## config.mk

```make
export PLATFORM = sky130hd
export DESIGN_NAME = sha_round
export DESIGN_NICKNAME = d
export VERILOG_FILES = /design/src/rtl/sha_round_pkg.sv /design/src/rtl/sha_round_k_rom.sv /design/src/rtl/sha_round.sv
export SDC_FILE = /design/constraint.sdc
export NUM_CORES = 2
export LEC_CHECK = 0
export ABC_AREA = 1
export BUFFER_PORTS_ARGS = -buffer_cell sky130_fd_sc_hd__buf_2
export CAP_MARGIN = 20
export CORE_AREA = 2 2 498 500
export DETAILED_ROUTE_END_ITERATION = 16
export DIE_AREA = 0 0 500 502
export GPL_ROUTABILITY_DRIVEN = 1
export SYNTH_ARGS = -nofsm -noshare
export SYNTH_HDL_FRONTEND = slang
export SYNTH_SLANG_ARGS = --single-unit
```

## constraint.sdc

```tcl
create_clock -name clk -period 7.5 [get_ports clk]
set_clock_uncertainty 0.05 [all_clocks]
set_input_delay 1.125 -clock clk [delete_from_list [all_inputs] [get_ports clk]]
set_output_delay 1.125 -clock clk [all_outputs]
set_load 0.05 [all_outputs]
```

## src/rtl/sha_round_pkg.sv

```systemverilog
// Shared SHA-256 types, widths and round helper functions for the sha_round datapath.
package sha_round_pkg;

  localparam int unsigned WORD_S  = 32;
  localparam int unsigned H_SIZE  = 256;
  localparam int unsigned M_SIZE  = 512;
  localparam int unsigned N_WORDS = 16;
  localparam int unsigned T_W     = 6;

  typedef logic [WORD_S-1:0] word_t;

  typedef enum logic {
    IDLE  = 1'b0,
    ROUND = 1'b1
  } state_t;

  // Working variables a..h; a sits in the most significant slice, matching H0 in H_i.
  typedef struct packed {
    word_t a;
    word_t b;
    word_t c;
    word_t d;
    word_t e;
    word_t f;
    word_t g;
    word_t h;
  } work_t;

  function automatic word_t rotr(input word_t x, input int unsigned n);
    return (x >> n) | (x << (WORD_S - n));
  endfunction

  function automatic word_t shr(input word_t x, input int unsigned n);
    return x >> n;
  endfunction

  function automatic word_t big_sigma0(input word_t x);
    return rotr(x, 2) ^ rotr(x, 13) ^ rotr(x, 22);
  endfunction

  function automatic word_t big_sigma1(input word_t x);
    return rotr(x, 6) ^ rotr(x, 11) ^ rotr(x, 25);
  endfunction

  function automatic word_t small_sigma0(input word_t x);
    return rotr(x, 7) ^ rotr(x, 18) ^ shr(x, 3);
  endfunction

  function automatic word_t small_sigma1(input word_t x);
    return rotr(x, 17) ^ rotr(x, 19) ^ shr(x, 10);
  endfunction

  function automatic word_t ch(input word_t x, input word_t y, input word_t z);
    return (x & y) ^ (~x & z);
  endfunction

  function automatic word_t maj(input word_t x, input word_t y, input word_t z);
    return (x & y) ^ (x & z) ^ (y & z);
  endfunction

  // 32-bit slice i of a chaining value, slice 0 least significant.
  function automatic word_t vec_i(input logic [H_SIZE-1:0] v, input int unsigned i);
    return v[i*WORD_S +: WORD_S];
  endfunction

  // Message word W_i; W0 occupies the top 32 bits of the block.
  function automatic word_t m_word(input logic [M_SIZE-1:0] m, input int unsigned i);
    return m[(N_WORDS-1-i)*WORD_S +: WORD_S];
  endfunction

endpackage

```

## src/rtl/sha_round_k_rom.sv

```systemverilog
// Combinational SHA-256 round-constant table: round index t -> K_t.
module sha_k_rom
  import sha_round_pkg::*;
(
  input  logic [T_W-1:0]    t,
  output logic [WORD_S-1:0] k_c
);

  always_comb begin
    k_c = '0;
    case (t)
      6'd0:  k_c = 32'h428a2f98;
      6'd1:  k_c = 32'h71374491;
      6'd2:  k_c = 32'hb5c0fbcf;
      6'd3:  k_c = 32'he9b5dba5;
      6'd4:  k_c = 32'h3956c25b;
      6'd5:  k_c = 32'h59f111f1;
      6'd6:  k_c = 32'h923f82a4;
      6'd7:  k_c = 32'hab1c5ed5;
      6'd8:  k_c = 32'hd807aa98;
      6'd9:  k_c = 32'h12835b01;
      6'd10: k_c = 32'h243185be;
      6'd11: k_c = 32'h550c7dc3;
      6'd12: k_c = 32'h72be5d74;
      6'd13: k_c = 32'h80deb1fe;
      6'd14: k_c = 32'h9bdc06a7;
      6'd15: k_c = 32'hc19bf174;
      6'd16: k_c = 32'he49b69c1;
      6'd17: k_c = 32'hefbe4786;
      6'd18: k_c = 32'h0fc19dc6;
      6'd19: k_c = 32'h240ca1cc;
      6'd20: k_c = 32'h2de92c6f;
      6'd21: k_c = 32'h4a7484aa;
      6'd22: k_c = 32'h5cb0a9dc;
      6'd23: k_c = 32'h76f988da;
      6'd24: k_c = 32'h983e5152;
      6'd25: k_c = 32'ha831c66d;
      6'd26: k_c = 32'hb00327c8;
      6'd27: k_c = 32'hbf597fc7;
      6'd28: k_c = 32'hc6e00bf3;
      6'd29: k_c = 32'hd5a79147;
      6'd30: k_c = 32'h06ca6351;
      6'd31: k_c = 32'h14292967;
      6'd32: k_c = 32'h27b70a85;
      6'd33: k_c = 32'h2e1b2138;
      6'd34: k_c = 32'h4d2c6dfc;
      6'd35: k_c = 32'h53380d13;
      6'd36: k_c = 32'h650a7354;
      6'd37: k_c = 32'h766a0abb;
      6'd38: k_c = 32'h81c2c92e;
      6'd39: k_c = 32'h92722c85;
      6'd40: k_c = 32'ha2bfe8a1;
      6'd41: k_c = 32'ha81a664b;
      6'd42: k_c = 32'hc24b8b70;
      6'd43: k_c = 32'hc76c51a3;
      6'd44: k_c = 32'hd192e819;
      6'd45: k_c = 32'hd6990624;
      6'd46: k_c = 32'hf40e3585;
      6'd47: k_c = 32'h106aa070;
      6'd48: k_c = 32'h19a4c116;
      6'd49: k_c = 32'h1e376c08;
      6'd50: k_c = 32'h2748774c;
      6'd51: k_c = 32'h34b0bcb5;
      6'd52: k_c = 32'h391c0cb3;
      6'd53: k_c = 32'h4ed8aa4a;
      6'd54: k_c = 32'h5b9cca4f;
      6'd55: k_c = 32'h682e6ff3;
      6'd56: k_c = 32'h748f82ee;
      6'd57: k_c = 32'h78a5636f;
      6'd58: k_c = 32'h84c87814;
      6'd59: k_c = 32'h8cc70208;
      6'd60: k_c = 32'h90befffa;
      6'd61: k_c = 32'ha4506ceb;
      6'd62: k_c = 32'hbef9a3f7;
      6'd63: k_c = 32'hc67178f2;
      default: k_c = '0;
    endcase
  end

endmodule

```

## src/rtl/sha_round.sv

```systemverilog
// SHA-256 compression engine: 64 rounds at one per clock with an on-the-fly
// 16-word message schedule window; presents a..h and the latched H_i for sha_hash.
module sha_round
  import sha_round_pkg::*;
(
  input  logic              clk,
  input  logic              reset,
  input  logic              en,
  input  logic [H_SIZE-1:0] H_i,
  input  logic [M_SIZE-1:0] M,
  output logic              busy,
  output logic              en_o,
  output logic [H_SIZE-1:0] H_o,
  output logic [WORD_S-1:0] a,
  output logic [WORD_S-1:0] b,
  output logic [WORD_S-1:0] c,
  output logic [WORD_S-1:0] d,
  output logic [WORD_S-1:0] e,
  output logic [WORD_S-1:0] f,
  output logic [WORD_S-1:0] g,
  output logic [WORD_S-1:0] h
);

  state_t            state_q, state_d;
  logic [T_W-1:0]    t_q, t_d;
  work_t             work_q, work_d;
  word_t             w_q [N_WORDS];
  word_t             w_d [N_WORDS];
  logic [H_SIZE-1:0] h_o_q, h_o_d;
  logic              busy_q, busy_d;
  logic              en_o_q, en_o_d;

  word_t k_t;
  word_t t1;
  word_t t2;
  word_t w_new;

  sha_k_rom u_k_rom (
    .t   (t_q),
    .k_c (k_t)
  );

  // Round temporaries and the next schedule word, all modulo 2^32.
  assign t1    = work_q.h + big_sigma1(work_q.e) + ch(work_q.e, work_q.f, work_q.g) + k_t + w_q[0];
  assign t2    = big_sigma0(work_q.a) + maj(work_q.a, work_q.b, work_q.c);
  assign w_new = small_sigma1(w_q[14]) + w_q[9] + small_sigma0(w_q[1]) + w_q[0];

  always_ff @(posedge clk) begin
    if (!reset) begin
      state_q <= IDLE;
      t_q     <= '0;
      work_q  <= '0;
      w_q     <= '{default: '0};
      h_o_q   <= '0;
      busy_q  <= 1'b0;
      en_o_q  <= 1'b0;
    end else begin
      state_q <= state_d;
      t_q     <= t_d;
      work_q  <= work_d;
      w_q     <= w_d;
      h_o_q   <= h_o_d;
      busy_q  <= busy_d;
      en_o_q  <= en_o_d;
    end
  end

  always_comb begin
    state_d = state_q;
    t_d     = t_q;
    work_d  = work_q;
    w_d     = w_q;
    h_o_d   = h_o_q;
    busy_d  = busy_q;
    en_o_d  = 1'b0;

    case (state_q)
      IDLE: begin
        if (en) begin
          state_d = ROUND;
          t_d     = '0;
          work_d  = work_t'(H_i);
          h_o_d   = H_i;
          busy_d  = 1'b1;
          for (int unsigned i = 0; i < N_WORDS; i++) begin
            w_d[i] = m_word(M, i);
          end
        end
      end

      ROUND: begin
        work_d.h = work_q.g;
        work_d.g = work_q.f;
        work_d.f = work_q.e;
        work_d.e = work_q.d + t1;
        work_d.d = work_q.c;
        work_d.c = work_q.b;
        work_d.b = work_q.a;
        work_d.a = t1 + t2;
        for (int unsigned i = 0; i < N_WORDS - 1; i++) begin
          w_d[i] = w_q[i+1];
        end
        w_d[N_WORDS-1] = w_new;
        t_d = t_q + T_W'(1);
        // Last round: hand the result to sha_hash with a single-cycle strobe.
        if (t_q == T_W'(63)) begin
          state_d = IDLE;
          busy_d  = 1'b0;
          en_o_d  = 1'b1;
        end
      end

      default: state_d = IDLE;
    endcase
  end

  assign busy = busy_q;
  assign en_o = en_o_q;
  assign H_o  = h_o_q;
  assign a    = work_q.a;
  assign b    = work_q.b;
  assign c    = work_q.c;
  assign d    = work_q.d;
  assign e    = work_q.e;
  assign f    = work_q.f;
  assign g    = work_q.g;
  assign h    = work_q.h;

endmodule

```

==> results.md <==
* Status: finished, final reports clean
* Post-synth ARST share at 0%
* Die area at 251000 sq um
* Pins Over Slew Limit at 0
* Initial Utilization at 24.9%
* IO Pins at 1285
* Clock Sinks at 1065
* Vias in the first global route at 59073
* Max FO, Critical Path at 8
* Die Wd at 500 um
* Dpl ws at 0.359 ns
* Final Power at 0.0449 W
* CP startpoint: e[12]
* Global Route Usage Sum at 26.4%
* Final WL at 347000 um
* Placer Congestion at 1.01
* First-pass DRT Iterations at 7
* Initial DRC Count at 6880
* Worst-Margin Slew at 1.20 ns
* Worst path bufs/invs at 7
* Antenna viol nets, final at 0
* Final setup fails at 0
* CTS H-tree depth at 4
* Synth Cell Area at 61000 sq um
* Final hold vios at 0
* RSZ-0062 raised after global routing: false
* Port bufs at 1284
* Commonest register cell after synthesis: dfxtp_1
* Slew headroom at 19.8%
* DR vias at 63497
* Wire length per cell at 25.9 um
* Count leader, synth: nand2_1
* Ys Warns at 0
* CTS root buffer: clkbuf_16
* Area Overhead vs Synth at 22.7%
* Post-Syn Area per Cell at 6.74 sq um
* Row Count at 182
* Critical path launch point type: flip-flop
* Crit path DAT at 7.64 ns
* Commonest cells in the netlist: nand2_1, inv_1, dfxtp_1, o21ai_0, nand3_1
* Final setup margin at 0.454 ns
* Post-DP Area at 70200 sq um
* Cell variety after synth at 58
* Max cap viols at 0
* Share of layout cells above drive strength 1 at 16.6%
* Number of synthesized flops with an enable pin at 0
* Layout Nets at 11142
* Setup_tns at 0 ns
* Clock buffer depth at 3
* Vias per inst at 4.74
* Syn nets at 10156
* Reg2Reg Launch Point: e[12]
* Largest net degree at the start of global routing at 232
* Min-Delay Path Class: reg -> reg
* HPWL after detailed placement at 280000 um
* CP max stage cell: fa_1
* Register clock-pin slew on the reported worst setup and hold paths at 0.06 ns
* Crit path top cell by count: inv_1
* Crit path kind: reg -> reg
* CP Depth at 32
* R2r setup slk at 0.45 ns
* CTS buffer count at 136
* CTS tree: yes
* Fin crit share at 93.9%
* CP required at 8.09 ns
* Leak Pwr at 39.7 nW
* Pwr per Cell Area at 599 nW/um^2
* Synth Instances at 9057
* Synth area leaders: dfxtp_1, nand2_1, inv_1
* Post-synth top area share at 34.9%
* # DRC at 0
* Path depth of the worst reg2reg path at 32
* Synthesized flop and latch total at 1065
* Hold Crit Start: H_o[93]
* Final Cell Area at 74900 sq um
* Initial antenna violation count at 116
* Fmax at 142 MHz
* Global-route wire length before repair at 467000 um
* Total gr overflow at 0
* Area leader, netlist: dfxtp_1
* Largest stage delay, worst path at 0.52 ns
* Register area share after synthesis at 34.9%
* Cells on Worst Hold Path at 2
* Final min period at 7.05 ns
* Core ar. at 245000 sq um
* Clock latency on the worst-skew pair at 0.83 ns
* Die Y at 502 um
* # hold bufs at CTS at 0
* VDD IR-drop max at 0.661 mV
* Critical Path End Type: flip-flop
* Cell family with most CP delay: adder cells
[per-layer routing]
metal	routed length, um	track usage [%]
met4	28300	18.2
met1	129000	29.7
met2	166000	45.4
met3	22600	4.75
met5	471	0
[registers in the layout, summed over array words and instances, names as in the netlist, 6 cells and up]
signal	count
e	32
b	32
w_q	512
u_k_rom.k_c	32
f	32
g	32
t_q	6
H_o	256
a	32
c	32
d	32
h	32
[layout make-up]
class	count	area, sq um
repair buffers	1379	7220
fillers	27284	170000
clock buffers	177	3790
clock inverters	59	778
well taps	3220	4030
diodes	43	108
flip-flops and latches	1065	21300
inverters	1429	5390
multi-input cells	6032	32200
[tightest hold or removal path, stage by stage (launching register included)]
cell and delay (ns):
dfxtp_1 0.32, nand2_1 0.05, nand2_1 0.04
[cell families (layout without fill, tap and decap cells)]
logic type	after synthesis	after routing	synth area share, %
muxes	5	5	0.0902
and+or+nand+nor	4072	4072	26.7
other	0	43	0
AOI/OAI and AO/OA	1347	1347	13.0
DFF	1065	1065	34.9
adders and majority gates	328	328	9.03
buffers and inverters	1960	3044	12.3
xor gates and xnor gates	280	280	4.02
[worst paths after layout]
kind / end
hold / removal: H_o[93]
setup reg to reg: a[18]
hold reg to reg: H_o[93]
setup / recovery: a[18]
[through the flow]
stage / hold slack, ns / utilization (%) / std cells
after detailed placement: 0.378 / 28.6 / 13124
final: 0.392 / 30.5 / 13404
after CTS: 0.393 / 30.5 / 13360
after floorplan: 0.414 / - / 9057
after global routing: 0.406 / 30.5 / 13382
after global placement: 0.375 / 28.6 / 13123
[cell usage in the layout, fill, tap and decap left out, types with 18 or more instances in the layout]
master / instances
nand4_1: 29
clkinv_2: 25
buf_2: 1283
dfxtp_1: 1063
xor2_1: 142
inv_1: 1413
nor2_1: 271
o21ai_0: 609
diode_2: 43
nor3_1: 30
clkbuf_16: 137
o211ai_1: 58
nand2_1: 3141
ha_1: 141
clkbuf_1: 19
buf_4: 88
fa_1: 187
a21o_1: 18
clkbuf_8: 21
a31oi_1: 83
xnor2_1: 138
o21ai_1: 22
nand3_1: 542
a21oi_1: 220
a22oi_1: 228
or2_2: 25
[timing repair]
item,4_1_cts,5_1_grt
gates resized for setup,0,2
setup buffers,0,0
endpoints found under the setup margin,0,3
[power breakdown]
part           switching, W  internal [W]  total (W)
combinational        0.0217       0.00947     0.0311
clock               0.00291       0.00391    0.00682
sequential         0.000727       0.00619    0.00691
(Power assumes the default switching activity.)
